**src/rtl/button_event_controller.sv**
```systemverilog
// Multi-channel button front end: synchroniser, debouncer, press/long/repeat event FSM,
// plus a single-step / continuous-mode step request generator.
module button_event_controller #(
   parameter int N_BTN           = 5,
   parameter int SYNC_STAGES     = 3,
   parameter int DEBOUNCE_CYCLES = 500000,
   parameter int LONG_CYCLES     = 50000000,
   parameter int REPEAT_CYCLES   = 10000000,
   parameter int AUTO_PERIOD     = 33500000,
   parameter int STEP_IDX        = 0,
   parameter int MODE_IDX        = 1
) (
   input  logic             clk,
   input  logic             reset,
   input  logic [N_BTN-1:0] btn_in,
   output logic [N_BTN-1:0] btn_level,
   output logic [N_BTN-1:0] press_pulse,
   output logic [N_BTN-1:0] release_pulse,
   output logic [N_BTN-1:0] long_pulse,
   output logic [N_BTN-1:0] repeat_pulse,
   output logic             step_pulse,
   output logic             continuous_mode
);

   localparam int DW = $clog2(DEBOUNCE_CYCLES + 1);
   localparam int HW = $clog2(LONG_CYCLES + 1);
   localparam int RW = (REPEAT_CYCLES > 0) ? $clog2(REPEAT_CYCLES + 1) : 1;
   localparam int AW = $clog2(AUTO_PERIOD + 1);
   localparam logic [DW-1:0] DEB_LAST  = DW'(DEBOUNCE_CYCLES - 1);
   localparam logic [HW-1:0] LONG_LAST = HW'(LONG_CYCLES - 1);
   localparam logic [RW-1:0] REP_LAST  = RW'((REPEAT_CYCLES > 0) ? (REPEAT_CYCLES - 1) : 0);
   localparam logic [AW-1:0] AUTO_LAST = AW'(AUTO_PERIOD - 1);
   localparam logic          REP_EN    = (REPEAT_CYCLES > 0);

   typedef enum logic [1:0] {
      ST_IDLE  = 2'd0,
      ST_PRESS = 2'd1,
      ST_HELD  = 2'd2
   } state_t;

   if ((STEP_IDX == MODE_IDX) || (STEP_IDX >= N_BTN) || (MODE_IDX >= N_BTN)) begin : g_bad_idx
      $error("button_event_controller: STEP_IDX and MODE_IDX must differ and be below N_BTN");
   end

   logic [N_BTN-1:0] level_v_s, rise_v_s, fall_v_s, long_v_s, rep_v_s;

   for (genvar i = 0; i < N_BTN; i++) begin : g_ch
      logic [SYNC_STAGES-1:0] sync_r;
      logic [DW-1:0]          deb_cnt_r;
      logic                   stable_r, prev_r;
      state_t                 state_r, state_next_s;
      logic [HW-1:0]          hold_cnt_r, hold_cnt_next_s;
      logic [RW-1:0]          rep_cnt_r, rep_cnt_next_s;
      logic                   long_s, rep_s;

      // synchroniser, debounce counter and stable-level history
      always_ff @(posedge clk) begin
         if (!reset) begin
            sync_r    <= '0;
            deb_cnt_r <= '0;
            stable_r  <= 1'b0;
            prev_r    <= 1'b0;
         end else begin
            sync_r <= {sync_r[SYNC_STAGES-2:0], btn_in[i]};
            prev_r <= stable_r;
            if (sync_r[SYNC_STAGES-1] != stable_r) begin
               if (deb_cnt_r == DEB_LAST) begin
                  stable_r  <= ~stable_r;
                  deb_cnt_r <= '0;
               end else begin
                  deb_cnt_r <= deb_cnt_r + 1'b1;
               end
            end else begin
               deb_cnt_r <= '0;
            end
         end
      end

      assign level_v_s[i] = stable_r;
      assign rise_v_s[i]  = stable_r & ~prev_r;
      assign fall_v_s[i]  = ~stable_r & prev_r;
      assign long_v_s[i]  = long_s;
      assign rep_v_s[i]   = rep_s;

      // press/hold FSM state and counter registers
      always_ff @(posedge clk) begin
         if (!reset) begin
            state_r    <= ST_IDLE;
            hold_cnt_r <= '0;
            rep_cnt_r  <= '0;
         end else begin
            state_r    <= state_next_s;
            hold_cnt_r <= hold_cnt_next_s;
            rep_cnt_r  <= rep_cnt_next_s;
         end
      end

      // press/hold FSM next state; a release in the threshold cycle suppresses the event
      always_comb begin
         state_next_s    = state_r;
         hold_cnt_next_s = hold_cnt_r;
         rep_cnt_next_s  = rep_cnt_r;
         long_s          = 1'b0;
         rep_s           = 1'b0;
         case (state_r)
            ST_IDLE: begin
               hold_cnt_next_s = '0;
               rep_cnt_next_s  = '0;
               if (rise_v_s[i]) begin
                  state_next_s = ST_PRESS;
               end else begin
                  state_next_s = ST_IDLE;
               end
            end
            ST_PRESS: begin
               if (fall_v_s[i]) begin
                  state_next_s    = ST_IDLE;
                  hold_cnt_next_s = '0;
                  rep_cnt_next_s  = '0;
               end else if (hold_cnt_r == LONG_LAST) begin
                  state_next_s    = ST_HELD;
                  long_s          = 1'b1;
                  hold_cnt_next_s = '0;
                  rep_cnt_next_s  = '0;
               end else begin
                  hold_cnt_next_s = hold_cnt_r + 1'b1;
               end
            end
            ST_HELD: begin
               if (fall_v_s[i]) begin
                  state_next_s    = ST_IDLE;
                  hold_cnt_next_s = '0;
                  rep_cnt_next_s  = '0;
               end else if (REP_EN && (rep_cnt_r == REP_LAST)) begin
                  rep_s          = 1'b1;
                  rep_cnt_next_s = '0;
               end else if (REP_EN) begin
                  rep_cnt_next_s = rep_cnt_r + 1'b1;
               end else begin
                  rep_cnt_next_s = '0;
               end
            end
            default: begin
               state_next_s    = ST_IDLE;
               hold_cnt_next_s = '0;
               rep_cnt_next_s  = '0;
            end
         endcase
      end
   end

   logic [N_BTN-1:0] press_r, release_r, long_r, repeat_r;
   logic             step_r, mode_r;
   logic [AW-1:0]    auto_cnt_r, auto_cnt_next_s;
   logic             toggle_s, auto_fire_s, step_s;

   // step source selection; step-channel events use the mode value before any toggle
   always_comb begin
      toggle_s        = rise_v_s[MODE_IDX];
      auto_fire_s     = 1'b0;
      auto_cnt_next_s = '0;
      if (toggle_s || !mode_r) begin
         auto_cnt_next_s = '0;
      end else if (auto_cnt_r == AUTO_LAST) begin
         auto_fire_s     = 1'b1;
         auto_cnt_next_s = '0;
      end else begin
         auto_cnt_next_s = auto_cnt_r + 1'b1;
      end
      step_s = (~mode_r & (rise_v_s[STEP_IDX] | rep_v_s[STEP_IDX])) | auto_fire_s;
   end

   // registered event outputs, mode flag and auto-step counter
   always_ff @(posedge clk) begin
      if (!reset) begin
         press_r    <= '0;
         release_r  <= '0;
         long_r     <= '0;
         repeat_r   <= '0;
         step_r     <= 1'b0;
         mode_r     <= 1'b0;
         auto_cnt_r <= '0;
      end else begin
         press_r    <= rise_v_s;
         release_r  <= fall_v_s;
         long_r     <= long_v_s;
         repeat_r   <= rep_v_s;
         step_r     <= step_s;
         mode_r     <= mode_r ^ toggle_s;
         auto_cnt_r <= auto_cnt_next_s;
      end
   end

   assign btn_level       = level_v_s;
   assign press_pulse     = press_r;
   assign release_pulse   = release_r;
   assign long_pulse      = long_r;
   assign repeat_pulse    = repeat_r;
   assign step_pulse      = step_r;
   assign continuous_mode = mode_r;

endmodule
```
**config.mk**
```make
export PLATFORM = sky130hd
export DESIGN_NAME = button_event_controller
export DESIGN_NICKNAME = d
export VERILOG_FILES = /design/src/rtl/button_event_controller.sv
export SDC_FILE = /design/constraint.sdc
export NUM_CORES = 1
export LEC_CHECK = 0
export CAP_MARGIN = 15
export CORE_MARGIN = 1.5
export CORE_UTILIZATION = 50
export DETAILED_ROUTE_END_ITERATION = 10
export PLACE_DENSITY = 0.69
export SYNTH_ARGS = -nofsm -noshare
export SYNTH_HDL_FRONTEND = slang
export SYNTH_SLANG_ARGS = --single-unit
```
**constraint.sdc**
```tcl
create_clock -name clk -period 2.25 [get_ports clk]
set_input_delay 0.45 -clock clk [delete_from_list [all_inputs] [get_ports clk]]
set_output_delay 0.45 -clock clk [all_outputs]
set_load 0.03 [all_outputs]
```
==> results.md, run 1 <==
- CP Cell Sequence: or4_4, nor4b_4, nand4_1, a2111oi_0, xnor2_1, nor2_1
- Antenna violations before repair: 0
- Synth cell types: 62
- Core area: 36790 um2
- Status: finished, violations left
- LEAKAGE: 7.032 nW
- Crit share post-route: 101.0%
- Antenna Cells: 0
- Via-per-instance ratio: 5.433
- Hold worst-path end: g_ch[0].hold_cnt_r[1]
- Clk buf depth: 3
- Row count: 70
- Top cell type's share of synthesized area: 45.60%
- Total wire length: 38960 um
- Initial Utilization: 50.96%
- DP Wirelength: 25580 um
- DR DRC count: 0
- Final core occ: 60.60%
- CP max stage cell: a2111oi_0
- Port Buffers: 33
- TritonRoute pass-1 iters: 5
- Worst min path class: in2reg
- R2R Setup Slk: -20 ps
- Fmax: 0.4402 GHz
- CTS clk-pin slew, worst paths: 60 ps
- Sink Count: 427
- Final Hold Fails: 0
- VDD IR max: 0.5879 mV
- Vias: 15040
- Mapped Cells: 2149
- Final WS setup: -21.50 ps
- WL/cell: 14.08 um
- Share of cells above drive strength 1: 11.61%
- Grt total ovfl: 0
- Number of flops mapped to enable cells by yosys: 0
- Nets: 2286
- Reg2reg start: g_ch[1].hold_cnt_r[7]
- Largest cells by area after synthesis: dfxtp_1, nor2_1, xnor2_1
- Total GRT Usage: 19.82%
- Ports: 34
- Largest net degree at the start of global routing: 31
- Slowest stage delay, CP: 600 ps
- FFs w/ async S/R, synth: 0%
- First-pass GRT wire length: 65920 um
- Avg Cell Area, Syn: 8.723 um2
- Final min period: 2271 ps
- Synth area leader: dfxtp_1
- CP endpoint kind: flop
- Fillers: 3146
- CP arrival: 2710 ps
- H-tree depth: 2
- Violated checks: setup timing
- Dpl ws: -127.3 ps
- Delay-heaviest family, CP: simple AND/OR/NAND/NOR gates
- GP Congestion: 0.8177
- Top fanout value on the critical path: 3
- Hold Path Cell Cnt: 3
- First-iteration detailed-routing DRC count: 771
- Final setup violation count: 9
- Design Power: 15.77 mW
- RSZ-0062 raised after global routing: yes
- Worst-Margin Slew: 857.4 ps
- Later-pin clock latency in the skew report: 560 ps
- Critical path startpoint category: flop
- Max-slew violation count: 0
- R2R cell count: 6
- CTS tree: yes
- Multi-input logic area: 10060 um2
- DRT antenna net count: 0
- Die height: 196.6 um
- Post-Syn Area: 18750 um2
- Sequential-to-total area share from yosys stat: 45.60%
- Clk_skew: 15.46 ps
- Vias in the first global route: 14420
- CTS buffer count: 46
- Max_cap viols: 0
- Die X: 196.6 um
- Yosys reg bits: 427
- Buffers plus inverters on the worst setup path: 0
- CTS Root Cell: clkbuf_16
- Register cell area after layout: 8553 um2
- Pwr dens: 707.3 nW/um2
- Slew margin rel.: 42.40%
- Synth Flop Type: dfxtp_1
- Net count after synthesis: 2173
- R2r endpoint: g_ch[1].rep_cnt_r[13]
- CTS Hold Bufs: 0
- Die area: 38660 um2
- CP Data Required Time: 2690 ps
- P&R area growth vs syn: 18.92%
- CP Class: reg2reg
- Yosys warnings: 0
- Hold Crit Start: reset
## registers in the layout, summed over array words and instances, names as in the netlist
signal / cells
g_ch.hold_cnt_r: 130
long_pulse: 5
press_pulse: 5
g_ch.stable_r: 5
release_pulse: 5
auto_cnt_r: 25
step_pulse: 1
repeat_pulse: 5
g_ch.prev_r: 5
g_ch.rep_cnt_r: 120
g_ch.state_r: 10
continuous_mode: 1
g_ch.sync_r: 15
g_ch.deb_cnt_r: 95
## layer usage
| layer | share of wire, % | up-vias | global-route usage, % |
|---|---|---|---|
| met2 | 48 | 213 | 34.23 |
| met3 | 3.3 | 59 | 3.080 |
| met4 | 1.7 | 0 | 5.033 |
| li1 | - | 7608 | - |
| met5 | 0 | - | 0 |
| met1 | 47 | 7158 | 25.89 |
## cells in the mapped netlist (all sizes together), types with 28 or more instances
library cell,number
nor4,40
xor2,143
nor2,446
clkbuf,45
and2,37
o21ai,28
xnor2,183
inv,35
buf,29
nor3,59
and3,52
nand4,80
nand3,137
dfxtp,427
a21oi,36
nand2,135
## placed cells by master, fill, tap and decap left out, types with 8 or more instances in the layout
master,Yosys,layout
buf_12,0,8
and4_1,27,27
nor4_1,40,36
nor4b_1,14,14
clkdlybuf4s50_1,0,31
o21ai_0,19,18
nor2_2,2,16
buf_4,5,89
nand2_1,135,134
and3_1,52,52
a211oi_1,11,10
a21oi_1,36,36
or2_2,15,15
clkbuf_16,0,52
nor2b_1,13,13
nand3_1,137,137
nand4_1,80,80
a31oi_1,8,8
or3_1,24,24
clkbuf_1,45,11
clkbuf_8,0,9
ha_1,17,16
nand2b_1,10,10
xor2_1,143,143
dfxtp_1,427,423
nor2_1,444,423
and2_1,37,37
o2111ai_1,11,11
nor3_1,55,54
xnor2_1,183,183
inv_1,35,34
## cell type report
type | count | share of cell area, %
clock buffers | 69 | 6.242
clock inverters | 17 | 1.218
inverters | 35 | 0.5894
multi-input cells | 1613 | 45.11
flip-flops and latches | 427 | 38.37
well taps | 468 | 2.627
repair buffers | 139 | 5.843
## what timing repair did
action                     4_1_cts  5_1_grt
pin swaps                        4       43
gates cloned                     0        6
setup endpoints to repair       37      130
buffers inserted                 1        4
resized for setup               10       66
## through the flow
step	cell area (um2)	cells	hold slack, ps	TNS [ps]
finish	22290	2768	337.3	-102.1
global route	22290	2768	342.5	-2639
CTS	21880	2758	327.8	0
detailed placement	20140	2671	411.6	-2393
global placement	20140	2671	410.8	0
floorplan	18750	2149	395.2	0
## worst min-delay path, delay by kind of cell
family        cells  cell delay, ps
buf+inv           1             180
simple gates      2             210
## power by group
| part | switching (mW) | leakage, nW | internal, mW |
|---|---|---|---|
| Clock | 3.04 | 0.809 | 5.08 |
| Combinational | 0.0491 | 2.78 | 0.0250 |
| Sequential | 0.00565 | 3.44 | 7.57 |
## worst max-delay path by stage
stage          depth (start not counted)                    end  slack (ps)                    from
6_report                               6  g_ch[1].rep_cnt_r[13]         -20   g_ch[1].hold_cnt_r[7]
5_1_grt                                7  g_ch[3].rep_cnt_r[18]         -90   g_ch[3].rep_cnt_r[13]
4_1_cts                                6  g_ch[1].rep_cnt_r[13]           2   g_ch[1].hold_cnt_r[7]
3_5_place_dp                           7   g_ch[3].rep_cnt_r[0]        -130   g_ch[3].rep_cnt_r[13]
3_3_place_gp                           7   g_ch[4].rep_cnt_r[6]           4  g_ch[4].hold_cnt_r[11]
2_1_floorplan                          7  g_ch[4].rep_cnt_r[11]          30  g_ch[4].hold_cnt_r[10]
## logic make-up (layout without fill, tap and decap cells)
kind of cell	after synthesis	count (layout)	synth area share [%]
muxes	8	8	0.4339
adders and majority gates	17	17	1.135
xor gates and xnor gates	326	326	15.23
and+or+nand+nor	1129	1129	30.02
buffers and inverters	109	260	2.470
DFF	427	427	45.60
AOI/OAI and AO/OA	133	133	5.113
(Power assumes the default switching activity.)
==> run 2, diff against run 1 <==
--- a/config.mk
+++ b/config.mk
@@ -6,10 +6,13 @@
 export NUM_CORES = 1
 export LEC_CHECK = 0
 export CAP_MARGIN = 15
+export CELL_PAD_IN_SITES_DETAIL_PLACEMENT = 0
+export CELL_PAD_IN_SITES_GLOBAL_PLACEMENT = 2
 export CORE_MARGIN = 1.5
-export CORE_UTILIZATION = 50
+export CORE_UTILIZATION = 35
 export DETAILED_ROUTE_END_ITERATION = 10
-export PLACE_DENSITY = 0.69
+export HOLD_SLACK_MARGIN = 0.15
+export PLACE_DENSITY_LB_ADDON = 0.1
 export SYNTH_ARGS = -nofsm -noshare
 export SYNTH_HDL_FRONTEND = slang
 export SYNTH_SLANG_ARGS = --single-unit
==> run 2 against run 1 <==
  * The flow finishes with violations (DRC)
  * First-iteration DRC count down 25%
  * Cell count increased by 8.4%
  * Global-route usage shrank 4.3 points
  * Via count is 2.7% lower
  * Critical path type unchanged
  * Critical endpoint is now g_ch[4].rep_cnt_r[8]
  * Highest routed layer unchanged
==> results.md, run 2 (synthesized netlist as in run 1, its figures left out) <==
- CTS clk-pin slew, worst paths: 60 ps
- Crit share post-route: 99.87%
- CP Data Required Time: 2720 ps
- Die height: 234.4 um
- Max reg flops: 130
- Row count: 84
- Core area: 52760 um2
- CP endpoint kind: flop
- Post-Layout Cell Count: 3001
- Worst min path class: in2reg
- Later-pin clock latency in the skew report: 600 ps
- Total GRT Usage: 15.56%
- Share of cells above drive strength 1: 11.33%
- Status: finished, violations left
- Final core occ: 42.76%
- Vias: 14640
- Min Hold Slack: 243.5 ps
- Final setup violation count: 0
- P&R area growth vs syn: 20.36%
- Via-per-instance ratio: 4.877
- Total wire length: 41950 um
- CP Class: reg2reg
- WL/cell: 13.98 um
- Vias in the first global route: 14300
- Antenna violations before repair: 1
- Most frequent cells in the layout: nor2_1, dfxtp_1, xnor2_1
- H-tree depth: 2
- Port Buffers: 33
- Critical path startpoint category: flop
- Nets: 2302
- CTS tree: yes
- Grt total ovfl: 0
- CTS Root Cell: clkbuf_16
- Largest regs: g_ch.hold_cnt_r (130), g_ch.rep_cnt_r (120), g_ch.deb_cnt_r (95)
- DR DRC count: 4
- RSZ-0062 raised after global routing: yes
- Violated checks: DRC
- Final min period: 2247 ps
- Post-Place Cells: 2908
- Slew margin rel.: 36.08%
- LEAKAGE: 7.090 nW
- Ports: 34
- Final Hold Fails: 0
- VDD IR max: 0.4719 mV
- First-pass GRT wire length: 71330 um
- Sink Count: 427
- TritonRoute pass-1 iters: 8
- CTS Hold Bufs: 0
- DP Wirelength: 28270 um
- Die X: 234.4 um
- Pwr dens: 700.4 nW/um2
- CTS buffer count: 50
- Most common cell after layout, fill and taps aside: nor2_1
- Die area: 54960 um2
- First-iteration detailed-routing DRC count: 580
- GP Congestion: 0.7743
- Fmax: 0.4450 GHz
- Largest net degree at the start of global routing: 31
- Worst-Margin Slew: 957.8 ps
- Clk buf depth: 3
- Largest register by flop count: g_ch.hold_cnt_r
- CP arrival: 2720 ps
- Max-slew violation count: 0
- Top fanout value on the critical path: 8
- Max_cap viols: 0
- Antenna Cells: 0
- Clk_skew: 27.85 ps
- Initial Utilization: 35.53%
- DRT antenna net count: 0
-- run 2: cell count changes in the layout (fill, tap and decap cells not counted), moves of 4 or more --
cell / before / now
o21ai_2: 2 / 6
buf_12: 8 / 14
nor2_2: 16 / 4
buf_4: 89 / 99
nor2_1: 423 / 442
nor2_4: 7 / 0
-- run 2: final cells by class --
| class | instances | area [um2] |
|---|---|---|
| Clock buffer | 71 | 1440 |
| Clock inverter | 16 | 209.0 |
| Fill cell | 5185 | 30200 |
| Inverter | 35 | 131.4 |
| Multi-Input combinational cell | 1613 | 9960 |
| Sequential cell | 427 | 8549 |
| Tap cell | 688 | 860.8 |
| Timing Repair Buffer | 151 | 1411 |
-- run 2: worst paths after layout --
path / slack, ps / endpoint / start / depth (start not counted)
hold / removal: 240 / g_ch[0].sync_r[2] / reset / 2
setup / recovery: 3 / g_ch[4].rep_cnt_r[8] / g_ch[4].hold_cnt_r[10] / 8
hold reg to reg: 420 / g_ch[4].state_r[0] / g_ch[4].state_r[1] / 1
setup reg to reg: 3 / g_ch[4].rep_cnt_r[8] / g_ch[4].hold_cnt_r[10] / 8
-- run 2: critical path, stage by stage, from the launching register on --
cell and delay, ps:
dfxtp_2 320, or4b_4 510, or4_4 440, o21a_4 240, buf_12 150, buf_4 130
nor3_2 180, xnor2_1 140, nor2_1 50
-- run 2: power by group --
part | total, mW | switching (mW) | internal, mW | leakage, nW
Clock | 8.14 | 3.25 | 4.89 | 0.800
Sequential | 7.58 | 0.00505 | 7.57 | 3.44
Combinational | 0.0790 | 0.0509 | 0.0280 | 2.85
Total | 15.8 | 3.31 | 12.5 | 7.09
-- run 2: per-layer routing --
metal / GRT usage [%] / vias up / part of all wire (%)
met3: 2.483 / 56 / 3.3
li1: - / 7627 / -
met4: 4.638 / 0 / 2.2
met5: 0 / - / 0
met1: 21.15 / 6794 / 50
met2: 25.33 / 160 / 45
-- run 2: metrics by stage --
step           worst slack (ps)  setup TNS (ps)  power, mW  instance area, um2
2_1_floorplan             32.34               0      7.782               18750
3_5_place_dp             -10.58          -10.58      7.826               20620
5_1_grt                  -102.1          -945.3      16.44               22560
3_3_place_gp             -1.743          -1.743      7.827               20620
6_report                  2.836               0      15.80               22560
4_1_cts                   4.137               0      16.16               22300
-- run 2: timing repair --
item,in CTS,in global routing
pin swaps,1,11
resized for setup,7,33
setup buffers,0,4
cloned,0,2
setup endpoints to repair,23,139
